**config.mk**
```make
export PLATFORM = sky130hd
export DESIGN_NAME = i2s_clkws_cfg_seq
export DESIGN_NICKNAME = d
export VERILOG_FILES = /design/src/rtl/i2s_clkws_cfg_seq.sv
export SDC_FILE = /design/constraint.sdc
export NUM_CORES = 1
export LEC_CHECK = 0
export CAP_MARGIN = 10
export CORE_MARGIN = 10
export CORE_UTILIZATION = 35
export DETAILED_ROUTE_END_ITERATION = 6
export PLACE_DENSITY_LB_ADDON = 0.08
export SKIP_CTS_REPAIR_TIMING = 1
export SLEW_MARGIN = 10
export SYNTH_ARGS = -nofsm -noshare
export SYNTH_HDL_FRONTEND = slang
export SYNTH_SLANG_ARGS = --single-unit
```
**constraint.sdc**
```tcl
create_clock -name clk_i -period 3.46 [get_ports clk_i]
set_input_delay 0.692 -clock clk_i [delete_from_list [all_inputs] [get_ports clk_i]]
set_output_delay 0.692 -clock clk_i [all_outputs]
set_load 0.02 [all_outputs]
```
**src/rtl/i2s_clkws_cfg_seq.sv**
```systemverilog
// Glitch-safe configuration sequencer for the I2S clock/WS generator: disable, drain, apply,
// settle, re-enable. Define I2S_CFG_SEQ_FASTPATH_EN to skip disable/drain when already idle.
module i2s_clkws_cfg_seq #(
    parameter int unsigned SETTLE_W = 16
) (
    input  logic                clk_i,
    input  logic                rstn_i,

    input  logic                cfg_req_i,
    input  logic [SETTLE_W-1:0] cfg_settle_i,
    input  logic                cfg_master_en_i,
    input  logic                cfg_slave_en_i,
    input  logic                cfg_pdm_en_i,
    input  logic                cfg_sel_master_num_i,
    input  logic                cfg_sel_master_ext_i,
    input  logic                cfg_sel_slave_num_i,
    input  logic                cfg_sel_slave_ext_i,
    input  logic [15:0]         cfg_div_0_i,
    input  logic [15:0]         cfg_div_1_i,
    input  logic [4:0]          cfg_word_size_0_i,
    input  logic [4:0]          cfg_word_size_1_i,
    input  logic [2:0]          cfg_word_num_0_i,
    input  logic [2:0]          cfg_word_num_1_i,

    output logic                master_en_o,
    output logic                slave_en_o,
    output logic                pdm_en_o,
    output logic                sel_master_num_o,
    output logic                sel_master_ext_o,
    output logic                sel_slave_num_o,
    output logic                sel_slave_ext_o,
    output logic [15:0]         div_0_o,
    output logic [15:0]         div_1_o,
    output logic [4:0]          word_size_0_o,
    output logic [4:0]          word_size_1_o,
    output logic [2:0]          word_num_0_o,
    output logic [2:0]          word_num_1_o,

    output logic                busy_o,
    output logic                done_o,
    output logic                pend_o
);

    typedef struct packed {
        logic        master_en;
        logic        slave_en;
        logic        pdm_en;
        logic        sel_master_num;
        logic        sel_master_ext;
        logic        sel_slave_num;
        logic        sel_slave_ext;
        logic [15:0] div_0;
        logic [15:0] div_1;
        logic [4:0]  word_size_0;
        logic [4:0]  word_size_1;
        logic [2:0]  word_num_0;
        logic [2:0]  word_num_1;
    } gen_cfg_t;

    typedef struct packed {
        gen_cfg_t            gen;
        logic [SETTLE_W-1:0] settle;
    } seq_cfg_t;

    typedef enum logic [2:0] {
        StIdle,
        StDisable,
        StDrain,
        StApply,
        StSettle,
        StEnable
    } state_e;

    // Pads default to inputs so nothing is driven externally before the first configuration.
    localparam gen_cfg_t GenRst = '{
        master_en:      1'b0,
        slave_en:       1'b0,
        pdm_en:         1'b0,
        sel_master_num: 1'b0,
        sel_master_ext: 1'b1,
        sel_slave_num:  1'b0,
        sel_slave_ext:  1'b1,
        div_0:          16'h0000,
        div_1:          16'h0000,
        word_size_0:    5'd0,
        word_size_1:    5'd0,
        word_num_0:     3'd0,
        word_num_1:     3'd0
    };

    localparam logic [SETTLE_W-1:0] CntOne = SETTLE_W'(1);

    state_e              state_q;
    gen_cfg_t            gen_q;
    seq_cfg_t            shadow_q;
    seq_cfg_t            act_q;
    logic [SETTLE_W-1:0] cnt_q;
    logic                pend_q;
    logic                busy_q;
    logic                done_q;

    seq_cfg_t            req_cfg;
    seq_cfg_t            start_cfg;
    logic                fast_path;

    always_comb begin
        req_cfg.gen.master_en      = cfg_master_en_i;
        req_cfg.gen.slave_en       = cfg_slave_en_i;
        req_cfg.gen.pdm_en         = cfg_pdm_en_i;
        req_cfg.gen.sel_master_num = cfg_sel_master_num_i;
        req_cfg.gen.sel_master_ext = cfg_sel_master_ext_i;
        req_cfg.gen.sel_slave_num  = cfg_sel_slave_num_i;
        req_cfg.gen.sel_slave_ext  = cfg_sel_slave_ext_i;
        req_cfg.gen.div_0          = cfg_div_0_i;
        req_cfg.gen.div_1          = cfg_div_1_i;
        req_cfg.gen.word_size_0    = cfg_word_size_0_i;
        req_cfg.gen.word_size_1    = cfg_word_size_1_i;
        req_cfg.gen.word_num_0     = cfg_word_num_0_i;
        req_cfg.gen.word_num_1     = cfg_word_num_1_i;
        req_cfg.settle             = cfg_settle_i;
    end

    // A request in the same IDLE cycle as a pending one is newer, so it wins.
    assign start_cfg = cfg_req_i ? req_cfg : shadow_q;

`ifdef I2S_CFG_SEQ_FASTPATH_EN
    logic all_en_off;
    assign all_en_off = ~(gen_q.master_en | gen_q.slave_en | gen_q.pdm_en);
    assign fast_path  = all_en_off;
`else
    assign fast_path  = 1'b0;
`endif

    function automatic gen_cfg_t with_enables_off(gen_cfg_t c);
        gen_cfg_t r;
        r           = c;
        r.master_en = 1'b0;
        r.slave_en  = 1'b0;
        r.pdm_en    = 1'b0;
        return r;
    endfunction

    always_ff @(posedge clk_i or negedge rstn_i) begin
        if (!rstn_i) begin
            state_q  <= StIdle;
            gen_q    <= GenRst;
            shadow_q <= '0;
            act_q    <= '0;
            cnt_q    <= '0;
            pend_q   <= 1'b0;
            busy_q   <= 1'b0;
            done_q   <= 1'b0;
        end else begin
            done_q <= 1'b0;
            if (cfg_req_i) begin
                shadow_q <= req_cfg;
            end
            if (cfg_req_i && (state_q != StIdle)) begin
                pend_q <= 1'b1;
            end

            unique case (state_q)
                StIdle: begin
                    if (cfg_req_i || pend_q) begin
                        act_q  <= start_cfg;
                        cnt_q  <= start_cfg.settle;
                        pend_q <= 1'b0;
                        busy_q <= 1'b1;
                        if (fast_path) begin
                            state_q <= StApply;
                            gen_q   <= with_enables_off(start_cfg.gen);
                        end else begin
                            state_q         <= StDisable;
                            gen_q.master_en <= 1'b0;
                            gen_q.slave_en  <= 1'b0;
                            gen_q.pdm_en    <= 1'b0;
                        end
                    end
                end

                StDisable: begin
                    state_q <= StDrain;
                end

                StDrain: begin
                    if (cnt_q == '0) begin
                        state_q <= StApply;
                        gen_q   <= with_enables_off(act_q.gen);
                        cnt_q   <= act_q.settle;
                    end else begin
                        cnt_q <= cnt_q - CntOne;
                    end
                end

                StApply: begin
                    state_q <= StSettle;
                end

                StSettle: begin
                    if (cnt_q == '0) begin
                        state_q         <= StEnable;
                        gen_q.master_en <= act_q.gen.master_en;
                        gen_q.slave_en  <= act_q.gen.slave_en;
                        gen_q.pdm_en    <= act_q.gen.pdm_en;
                        done_q          <= 1'b1;
                    end else begin
                        cnt_q <= cnt_q - CntOne;
                    end
                end

                StEnable: begin
                    state_q <= StIdle;
                    busy_q  <= 1'b0;
                end

                default: begin
                    state_q <= StIdle;
                    busy_q  <= 1'b0;
                end
            endcase
        end
    end

    assign master_en_o      = gen_q.master_en;
    assign slave_en_o       = gen_q.slave_en;
    assign pdm_en_o         = gen_q.pdm_en;
    assign sel_master_num_o = gen_q.sel_master_num;
    assign sel_master_ext_o = gen_q.sel_master_ext;
    assign sel_slave_num_o  = gen_q.sel_slave_num;
    assign sel_slave_ext_o  = gen_q.sel_slave_ext;
    assign div_0_o          = gen_q.div_0;
    assign div_1_o          = gen_q.div_1;
    assign word_size_0_o    = gen_q.word_size_0;
    assign word_size_1_o    = gen_q.word_size_1;
    assign word_num_0_o     = gen_q.word_num_0;
    assign word_num_1_o     = gen_q.word_num_1;
    assign busy_o           = busy_q;
    assign done_o           = done_q;
    assign pend_o           = pend_q;

endmodule

```
==> metrics.cfg, run 1 <==
[outcome]
outcome=complete, no violations

[die]
start_util_pct=35.5
dieArea_mm2=0.0323
coreArea_mm2=0.0251
ios=132
die_y_um=180
fp.dieW_um=180
row_count=58

[power_and_ir_drop]
p_seq_share_pct=42.8
power_switching_mw=2.65
power_leakage_nw=5.03
internal_power_mw=5.94
power_density_mw_per_mm2=755
clockPowerShare_pct=29.6
combPwrFrac_pct=27.6
sw_frac_of_total_pct=30.8
peakVddDrop_mv=0.464

[detailed_routing]
drtIter0Drc=328
drt_first_pass_iters=6
drcViolationCount=0
via_count=5957
wire_per_inst_um=17.7
ant_nets=0
drt_wl_total_um=21500
viasPerCell=4.89

[clocking]
clock_latency_ns=0.52
cts_sinks=219
cts_root_buf=clkbuf_16
clockBufferDepth=3
htreeDepth=1
cts_tree=done
numCtsBuffers=26
clk_pin_slew_ns=0.06

[timing]
hold_viol=0
tightest_slew_ns=0.803
final.period_utilization_pct=75.4
slew_viol_final=0
rsz0062_at_grt=no
holdWs_ns=0.174
relSlewSlack_pct=46.5
fin_setup_tns_ns=0
min_period_ns=2.61
finalSetupViolations=0
fmax_mhz=383
finalClockSkew_ns=0.0143

[cells_and_area]
antenna_cells=0
drive_above_1_share_pct=21.7
layout.nets=945
syn_to_final_growth_pct=27.6
final_area_mm2=0.0114

[yosys]
synth_edf_count=0
yosysUniqueCellTypes=54
synth_compound_area_share_pct=6.05
synthXorXnorAreaFrac_pct=0.393
syn_nets=812
ys_warn_count=0
synth_async_sr_flop_share_pct=100
avgSynthCellArea_um2=12.1
netlist_area_mm2=0.00891
ys_seq_elements=219
ys_seq_area_share_pct=61.5
netlist_instances=736
muxShareOfSynthArea_pct=16.8
synth_ff_type=dfrtp_1
synthSimpleGateAreaFrac_pct=12.0
synthAdderAreaFrac_pct=0.281
synth_top_family_by_area=multiplexers

[global_routing]
grt_pass1_wl_um=35300
grt_max_degree=71
grt_overflow=0
grtUsageTotal_pct=13.1
grt_antenna_before_repair=0
grt_pass1_vias=6391

[critical_path]
cp_data_required_time_ns=3.91
crit_fanout=22
path_class=reg2reg
crit_arrival_ns=3.06
cp-end-kind=register
start_kind=register

[min_path]
hp-class=in2async

[job]
cap_violations=0

[placement]
hpwl_um=14500
portBuffers=131
gp_congestion=0.865
postPlaceCellArea_mm2=0.0106

[kinds of logic (layout without fill, tap and decap cells)]
kind of cell,count (synthesis),count (layout)
compound gates,78,78
fa+ha+maj,2,2
mux,134,134
simple gates,247,247
buf+inv,52,204
flops,219,219
xor+xnor,4,4
[path summary, 6_finish.rpt]
check	from	to	slack, ns	cells past startpoint
max	cnt_q[0]	sel_slave_num_o	0.85	8
min	rstn_i	div_1_o[11]	0.17	1
max reg2reg	cnt_q[0]	sel_slave_num_o	0.85	8
min reg2reg	sel_slave_ext_o	sel_slave_ext_o	0.46	2
max in group asynchronous	rstn_i	sel_master_ext_o	2.39	2
min in group clk_i	sel_slave_ext_o	sel_slave_ext_o	0.46	2
[routing by layer]
layer | wire [um] | global-route usage [%] | vias up
met5 | 0 | 0 | -
met4 | 352 | 3.21 | 0
met3 | 1030 | 2.81 | 33
met2 | 10400 | 21.8 | 144
met1 | 9750 | 16.9 | 2985
li1 | - | - | 2795
[worst max-delay path: stages (launching register included)]
cell	delay, ns
dfrtp_1	0.41
inv_1	0.12
ha_1	0.19
nor4b_1	0.26
and4_1	0.49
and2_2	0.54
buf_4	0.35
nand2_1	0.09
nand2_1	0.07
[Yosys cell counts (4+ instances only)]
| cell type | count | area share, % |
|---|---|---|
| xnor2_1 | 4 | 0.39 |
| o21ai_0 | 10 | 0.56 |
| a22o_1 | 10 | 0.98 |
| mux2i_1 | 8 | 0.90 |
| buf_6 | 4 | 0.51 |
| a211oi_1 | 4 | 0.34 |
| a21oi_1 | 14 | 0.79 |
| a31oi_1 | 5 | 0.35 |
| clkbuf_1 | 8 | 0.34 |
| inv_1 | 13 | 0.55 |
| buf_2 | 22 | 1.2 |
| nand2_1 | 173 | 7.3 |
| nand3_1 | 4 | 0.22 |
| dfrtp_1 | 217 | 61 |
| nor3_1 | 8 | 0.45 |
| mux2_2 | 126 | 16 |
| o21ai_1 | 7 | 0.39 |
| nor2_1 | 28 | 1.2 |
| nor2b_1 | 6 | 0.42 |
[registers in the layout, indices dropped and copies added (netlist names)]
| name | flops |
|---|---|
| act_q | 71 |
| shadow_q | 71 |
| cnt_q | 16 |
| div_0_o | 16 |
| div_1_o | 16 |
| word_size_0_o | 5 |
| word_size_1_o | 5 |
| state_q | 3 |
| word_num_0_o | 3 |
| word_num_1_o | 3 |
| busy_o | 1 |
| done_o | 1 |
| master_en_o | 1 |
| pdm_en_o | 1 |
| pend_o | 1 |
| sel_master_ext_o | 1 |
| sel_master_num_o | 1 |
| sel_slave_ext_o | 1 |
| sel_slave_num_o | 1 |
| slave_en_o | 1 |
[cells in the final DEF, fill, tap and decap left out, types with 6 or more instances in the layout]
cell | synthesis | final
dfrtp_1 | 217 | 217
nand2_1 | 173 | 172
clkdlybuf4s50_1 | 0 | 129
mux2_2 | 126 | 126
nor2_1 | 28 | 28
clkbuf_16 | 0 | 27
a21oi_1 | 14 | 14
inv_1 | 13 | 13
buf_4 | 3 | 12
o21ai_0 | 10 | 10
a22o_1 | 10 | 10
mux2i_1 | 8 | 8
nor3_1 | 8 | 8
o21ai_1 | 7 | 7
clkinv_2 | 0 | 7
clkbuf_1 | 8 | 7
nor2b_1 | 6 | 6
clkbuf_8 | 0 | 6
[power groups by stage]
| stage | Clock (mW) | Sequential (mW) | Combinational, mW |
|---|---|---|---|
| floorplan | 0 | 3.57 | 1.80 |
| global placement | 0 | 3.69 | 2.33 |
| detailed placement | 0 | 3.72 | 2.38 |
| CTS | 2.63 | 3.68 | 2.40 |
| global route | 2.74 | 3.78 | 2.61 |
| finish | 2.54 | 3.68 | 2.37 |
[metrics by stage]
step / power (mW) / util, % / setup WS, ns / std cells
after floorplan: 5.38 / - / 1.27 / 736
after global placement: 6.02 / 42.1 / 0.975 / 1171
after detailed placement: 6.10 / 42.1 / 0.868 / 1171
after CTS: 8.70 / 45.3 / 0.830 / 1218
after global routing: 9.13 / 45.3 / 0.625 / 1218
final: 8.59 / 45.3 / 0.850 / 1218
[cell type report]
class / count / area (um^2)
Inverter: 13 / 48.8
Sequential cell: 219 / 5480
Clock buffer: 39 / 771
Fill cell: 2368 / 13700
Clock inverter: 8 / 43.8
Tap cell: 330 / 413
Multi-Input combinational cell: 465 / 3180
Timing Repair Buffer: 144 / 1440
No activity file was read; power rests on OpenSTA's default activity.
==> inputs of run 2 (changes only) <==
- clock period: 3.46 -> 2.2 ns (I/O delays scaled with it)
==> metrics.cfg, run 2 (synthesis results as in run 1) <==
[outcome]
outcome=complete, no violations

[placement]
portBuffers=131  ; unchanged
hpwl_um=15200  ; +4.8%
gp_congestion=0.849  ; -1.8%

[global_routing]
grt_overflow=0  ; unchanged
grt_pass1_wl_um=36500  ; +3.3%
grt_antenna_before_repair=0  ; unchanged
grtUsageTotal_pct=13.5  ; +0.38 points
grt_pass1_vias=6737  ; +5.4%
grt_max_degree=65  ; -8.5%

[critical_path]
cp_cell_sequence=nor3_2 > buf_4 > nand4_1 > buf_4 > buf_4 > nor2_1 > a22o_1
cp_slowest_cell=dfrtp_1
crit_fanout=6  ; -73%
cp_slowest_stage_delay_ns=0.42  ; -0.12 ns
cp_data_required_time_ns=2.66  ; -1.25 ns
cp-end-kind=register
crit_top_cell=buf_4
start_kind=register
crit_arrival_ns=2.56  ; -0.50 ns
path_class=reg2reg

[timing]
hold_viol=0  ; unchanged
final.period_utilization_pct=95.7  ; +20 points
slew_viol_final=0  ; unchanged
relSlewSlack_pct=41.9  ; -4.5 points
fmax_mhz=475  ; +24%
holdWs_ns=0.453  ; +0.279 ns
min_period_ns=2.11  ; -0.504 ns
finalClockSkew_ns=0.0134  ; -0.000956 ns
tightest_slew_ns=0.871  ; +0.0678 ns
finalSetupViolations=0  ; unchanged
rsz0062_at_grt=yes
fin_setup_tns_ns=0  ; unchanged

[power_and_ir_drop]
power_density_mw_per_mm2=1200  ; +58%
peakVddDrop_mv=0.958  ; +110%
power_leakage_nw=5.28  ; +4.9%
fin_total_pwr_mw=14.2  ; +65%

[clocking]
cts_tree=done
numCtsBuffers=25  ; -3.8%
cts_sinks=219  ; unchanged
clockBufferDepth=3  ; unchanged
clock_latency_ns=0.52  ; about the same
htreeDepth=1  ; unchanged
cts_root_buf=clkbuf_16
clk_pin_slew_ns=0.06  ; about the same

[cells_and_area]
drive_above_1_share_pct=25.2  ; +3.5 points
layout_common_cells=217 x dfrtp_1, 172 x nand2_1, 129 x clkdlybuf4s50_1, 126 x mux2_2, 36 x buf_4
antenna_cells=0  ; unchanged
syn_to_final_growth_pct=33.4
mostFrequentLayoutCell=dfrtp_1
layout.nets=982  ; +3.9%
largestRegisters=act_q (71), shadow_q (71)

[die]
die_y_um=180  ; unchanged
dieArea_mm2=0.0323  ; unchanged
coreArea_mm2=0.0251  ; unchanged
fp.dieW_um=180  ; unchanged
ios=132  ; unchanged
start_util_pct=35.5  ; unchanged
row_count=58  ; unchanged

[min_path]
hp-class=reg2reg

[detailed_routing]
via_count=6042  ; +1.4%
viasPerCell=4.82  ; -1.4%
ant_nets=0  ; unchanged
drt_wl_total_um=22200  ; +2.8%
drt_first_pass_iters=4  ; -2
wire_per_inst_um=17.7  ; about the same
drcViolationCount=0  ; unchanged
drtIter0Drc=326  ; -0.61%

[job]
cap_violations=0  ; unchanged

[run 2: cell count changes in the layout (fill, tap and decap cells not counted), moves of 2 or more]
cell	change
buf_12	+11
buf_4	+24
bufinv_16	+3
clkbuf_1	-2
clkbuf_16	-2
clkinv_2	-3
nor4b_1	-2
[run 2: metrics by stage]
stage / util, % / instance area (um^2) / setup slack, ns / cells
3_5_place_dp: 43.6 / 11000 / -0.242 / 1205
6_report: 47.4 / 11900 / 0.0946 / 1253
2_1_floorplan: - / 8910 / 0.259 / 736
5_1_grt: 47.4 / 11900 / -0.0443 / 1253
3_3_place_gp: 43.6 / 11000 / -0.176 / 1205
4_1_cts: 47.0 / 11800 / -0.264 / 1249
[run 2: metal layers]
| layer | vias up | wire, um | global-route usage [%] |
|---|---|---|---|
| met5 | - | 0 | 0 |
| met4 | 0 | 493 | 3.67 |
| met3 | 31 | 788 | 2.71 |
| met2 | 115 | 10800 | 22.8 |
| met1 | 3030 | 10100 | 17.1 |
| li1 | 2866 | - | - |
[run 2: critical path, delay by kind of cell, from the launching register on]
kind | cells | cell delay (ns)
compound gates | 1 | 0.20
buf+inv | 3 | 0.54
flops | 1 | 0.42
simple gates | 3 | 0.88
[run 2: worst paths after layout]
kind	end	start	depth (start not counted)	slack, ns
worst max-delay path	master_en_o	cnt_q[5]	7	0.09
worst max register to register	master_en_o	cnt_q[5]	7	0.09
max in group asynchronous	sel_master_ext_o	rstn_i	3	1.03
worst min register to register	sel_slave_ext_o	sel_slave_ext_o	2	0.45
min in group asynchronous	shadow_q[44]	rstn_i	2	0.48
worst min-delay path	sel_slave_ext_o	sel_slave_ext_o	2	0.45
[run 2: final cells by class]
cell class / count / area [um^2]
timing repair buffer: 181 / 1860
tap: 330 / 413
inverter: 13 / 48.8
clock inverter: 9 / 128
sequential: 219 / 5480
clock buffer: 35 / 713
multi-input combinational: 466 / 3250
fill: 2325 / 13200
[run 2: where the power goes]
part | switching, mW | internal [mW] | total [mW]
clock | 1.61 | 2.61 | 4.21
sequential | 0.687 | 5.07 | 5.75
combinational | 2.02 | 2.23 | 4.25
==> inputs of run 3 (changes only) <==
==> constraint.sdc (replaced) <==
create_clock -name clk_i -period 2.2 [get_ports clk_i]
set_input_delay 0.55 -clock clk_i [delete_from_list [all_inputs] [get_ports clk_i]]
set_output_delay 0.55 -clock clk_i [all_outputs]
set_load 0.02 [all_outputs]
==> metrics.cfg, run 3 (synthesis results as in run 1) <==
[outcome]
outcome=complete, no violations

[critical_path]
cp-end-kind=output port
cp_num_buf_inv=1  ; -2
reg2reg_from=state_q[2]
cp_data_required_time_ns=1.65  ; -1.01 ns
crit_fanout=2  ; -4
cp_slowest_cell=clkdlybuf4s50_1
path_class=reg2out
cp_slowest_stage_delay_ns=0.64  ; +0.22 ns
startpoint=word_num_1_o[0]
critPathTopFamily=buffers and inverters
crit_arrival_ns=1.55  ; -1.01 ns
start_kind=register
cp_cell_sequence=clkdlybuf4s50_1

[clocking]
htreeDepth=1  ; unchanged
cts_sinks=219  ; unchanged
clock_latency_ns=0.51  ; about the same
clockBufferDepth=3  ; unchanged
clk_pin_slew_ns=0.06  ; about the same
numCtsBuffers=25  ; unchanged
cts_tree=done
cts_root_buf=clkbuf_16

[power_and_ir_drop]
internal_power_mw=9.91  ; about the same
power_leakage_nw=5.30  ; +0.42%
p_seq_share_pct=40.4  ; about the same
peakVddDrop_mv=1.31  ; +36%
sw_frac_of_total_pct=30.3  ; -0.064 points
combPwrFrac_pct=29.9  ; about the same
clockPowerShare_pct=29.7  ; about the same
power_switching_mw=4.30  ; -0.27%
power_density_mw_per_mm2=1200  ; +0.25%

[die]
row_count=58  ; unchanged
ios=132  ; unchanged
start_util_pct=35.5  ; unchanged
coreArea_mm2=0.0251  ; unchanged
dieArea_mm2=0.0323  ; unchanged
fp.dieW_um=180  ; unchanged
die_y_um=180  ; unchanged

[timing]
slew_viol_final=0  ; unchanged
relSlewSlack_pct=47.6  ; +5.6 points
finalClockSkew_ns=0.0109  ; -0.00247 ns
hold_viol=0  ; unchanged
rsz0062_at_grt=no
fmax_mhz=477  ; +0.49%
tightest_slew_ns=0.786  ; -0.0843 ns
fin_ws_ns=0.105  ; +0.0102 ns
finalSetupViolations=0  ; unchanged
min_period_ns=2.10  ; -0.0102 ns
holdWs_ns=0.462  ; +0.00935 ns
final.period_utilization_pct=95.2  ; -0.46 points

[min_path]
hp-class=reg2reg
worstHoldStart=div_0_o[3]

[detailed_routing]
wire_per_inst_um=17.4  ; -1.6%
via_count=6070  ; +0.46%
viasPerCell=4.86  ; +0.70%
drcViolationCount=0  ; unchanged
ant_nets=0  ; unchanged
drtIter0Drc=304  ; -6.7%
drt_wl_total_um=21800  ; -1.8%
drt_first_pass_iters=4  ; unchanged

[cells_and_area]
antenna_cells=0  ; unchanged
final_area_mm2=0.0119  ; -0.31%
layout_common_cells=217 x dfrtp_1, 172 x nand2_1, 127 x clkdlybuf4s50_1, 126 x mux2_2, 31 x buf_4
largestRegisters=act_q (71), shadow_q (71)
mostFrequentLayoutCell=dfrtp_1
syn_to_final_growth_pct=33.0
layout.nets=977  ; -0.51%
drive_above_1_share_pct=24.9  ; -0.35 points
num-fill-cells=2355  ; +1.3%

[job]
cap_violations=0  ; unchanged

[placement]
dpl_worst_slack_ns=-0.209  ; +0.0331 ns
gp_congestion=0.826  ; -2.7%
hpwl_um=15000  ; -0.94%
postPlaceCellArea_mm2=0.0109  ; -0.27%
portBuffers=131  ; unchanged

[global_routing]
grt_max_degree=50  ; -23%
grtUsageMet1_pct=17.3  ; +0.23 points
busiest_layer=met2
grt_overflow=0  ; unchanged
use_met3_pct=2.79  ; +0.080 points
use_met2_pct=22.1  ; -0.70 points
grtUsageTotal_pct=13.3  ; -0.18 points
grt_antenna_before_repair=0  ; unchanged
grt_pass1_wl_um=36200  ; -0.83%
grt_pass1_vias=6636  ; -1.5%

-- run 3: metrics by stage --
stage | TNS (ns) | util [%] | total power, mW | cells
6_report | 0 | 47.2 | 14.2 | 1250
4_1_cts | -1.71 | 46.9 | 14.2 | 1247
3_3_place_gp | -0.908 | 43.5 | 9.77 | 1201
3_5_place_dp | -1.51 | 43.5 | 9.92 | 1201
2_1_floorplan | 0 | - | 8.45 | 736
5_1_grt | 0 | 47.2 | 15.1 | 1250
-- run 3: power groups by stage --
stage	logic (mW)	clock network, mW	registers, mW
final	4.25	4.22	5.74
after global routing	4.70	4.54	5.89
after CTS	4.14	4.36	5.73
after detailed placement	4.13	0	5.79
after global placement	4.03	0	5.74
after floorplan	2.84	0	5.62
-- run 3: layout make-up --
class	instances	area (um^2)	area share, %
clock buffer	31	658	5.55
clock inverter	15	183	1.54
inverter	13	48.8	0.412
multi-input combinational	466	3240	27.3
sequential	219	5480	46.2
tap	330	413	3.48
timing repair buffer	176	1830	15.5
-- run 3: path summary, 6_finish.rpt --
check	to	slack [ns]	cells past startpoint
worst max register to register	act_q[21]	0.13	4
max in group asynchronous	sel_master_ext_o	0.94	3
worst min register to register	div_0_o[3]	0.46	2
min in group asynchronous	shadow_q[44]	0.55	2
worst max-delay path	word_num_1_o[0]	0.10	1
worst min-delay path	div_0_o[3]	0.46	2
-- run 3: worst reg2reg max path, cell delays in order (launching register included) --
cell and delay (ns):
dfrtp_1 0.53, or3_1 0.52, nor2_4 0.18, buf_12 0.26, mux2_2 0.46
-- run 3: routing by layer --
metal | up-vias | share of wire, %
met3 | 28 | 4.7
met2 | 123 | 48
met5 | - | 0
met1 | 3063 | 46
met4 | 0 | 1.4
li1 | 2856 | -
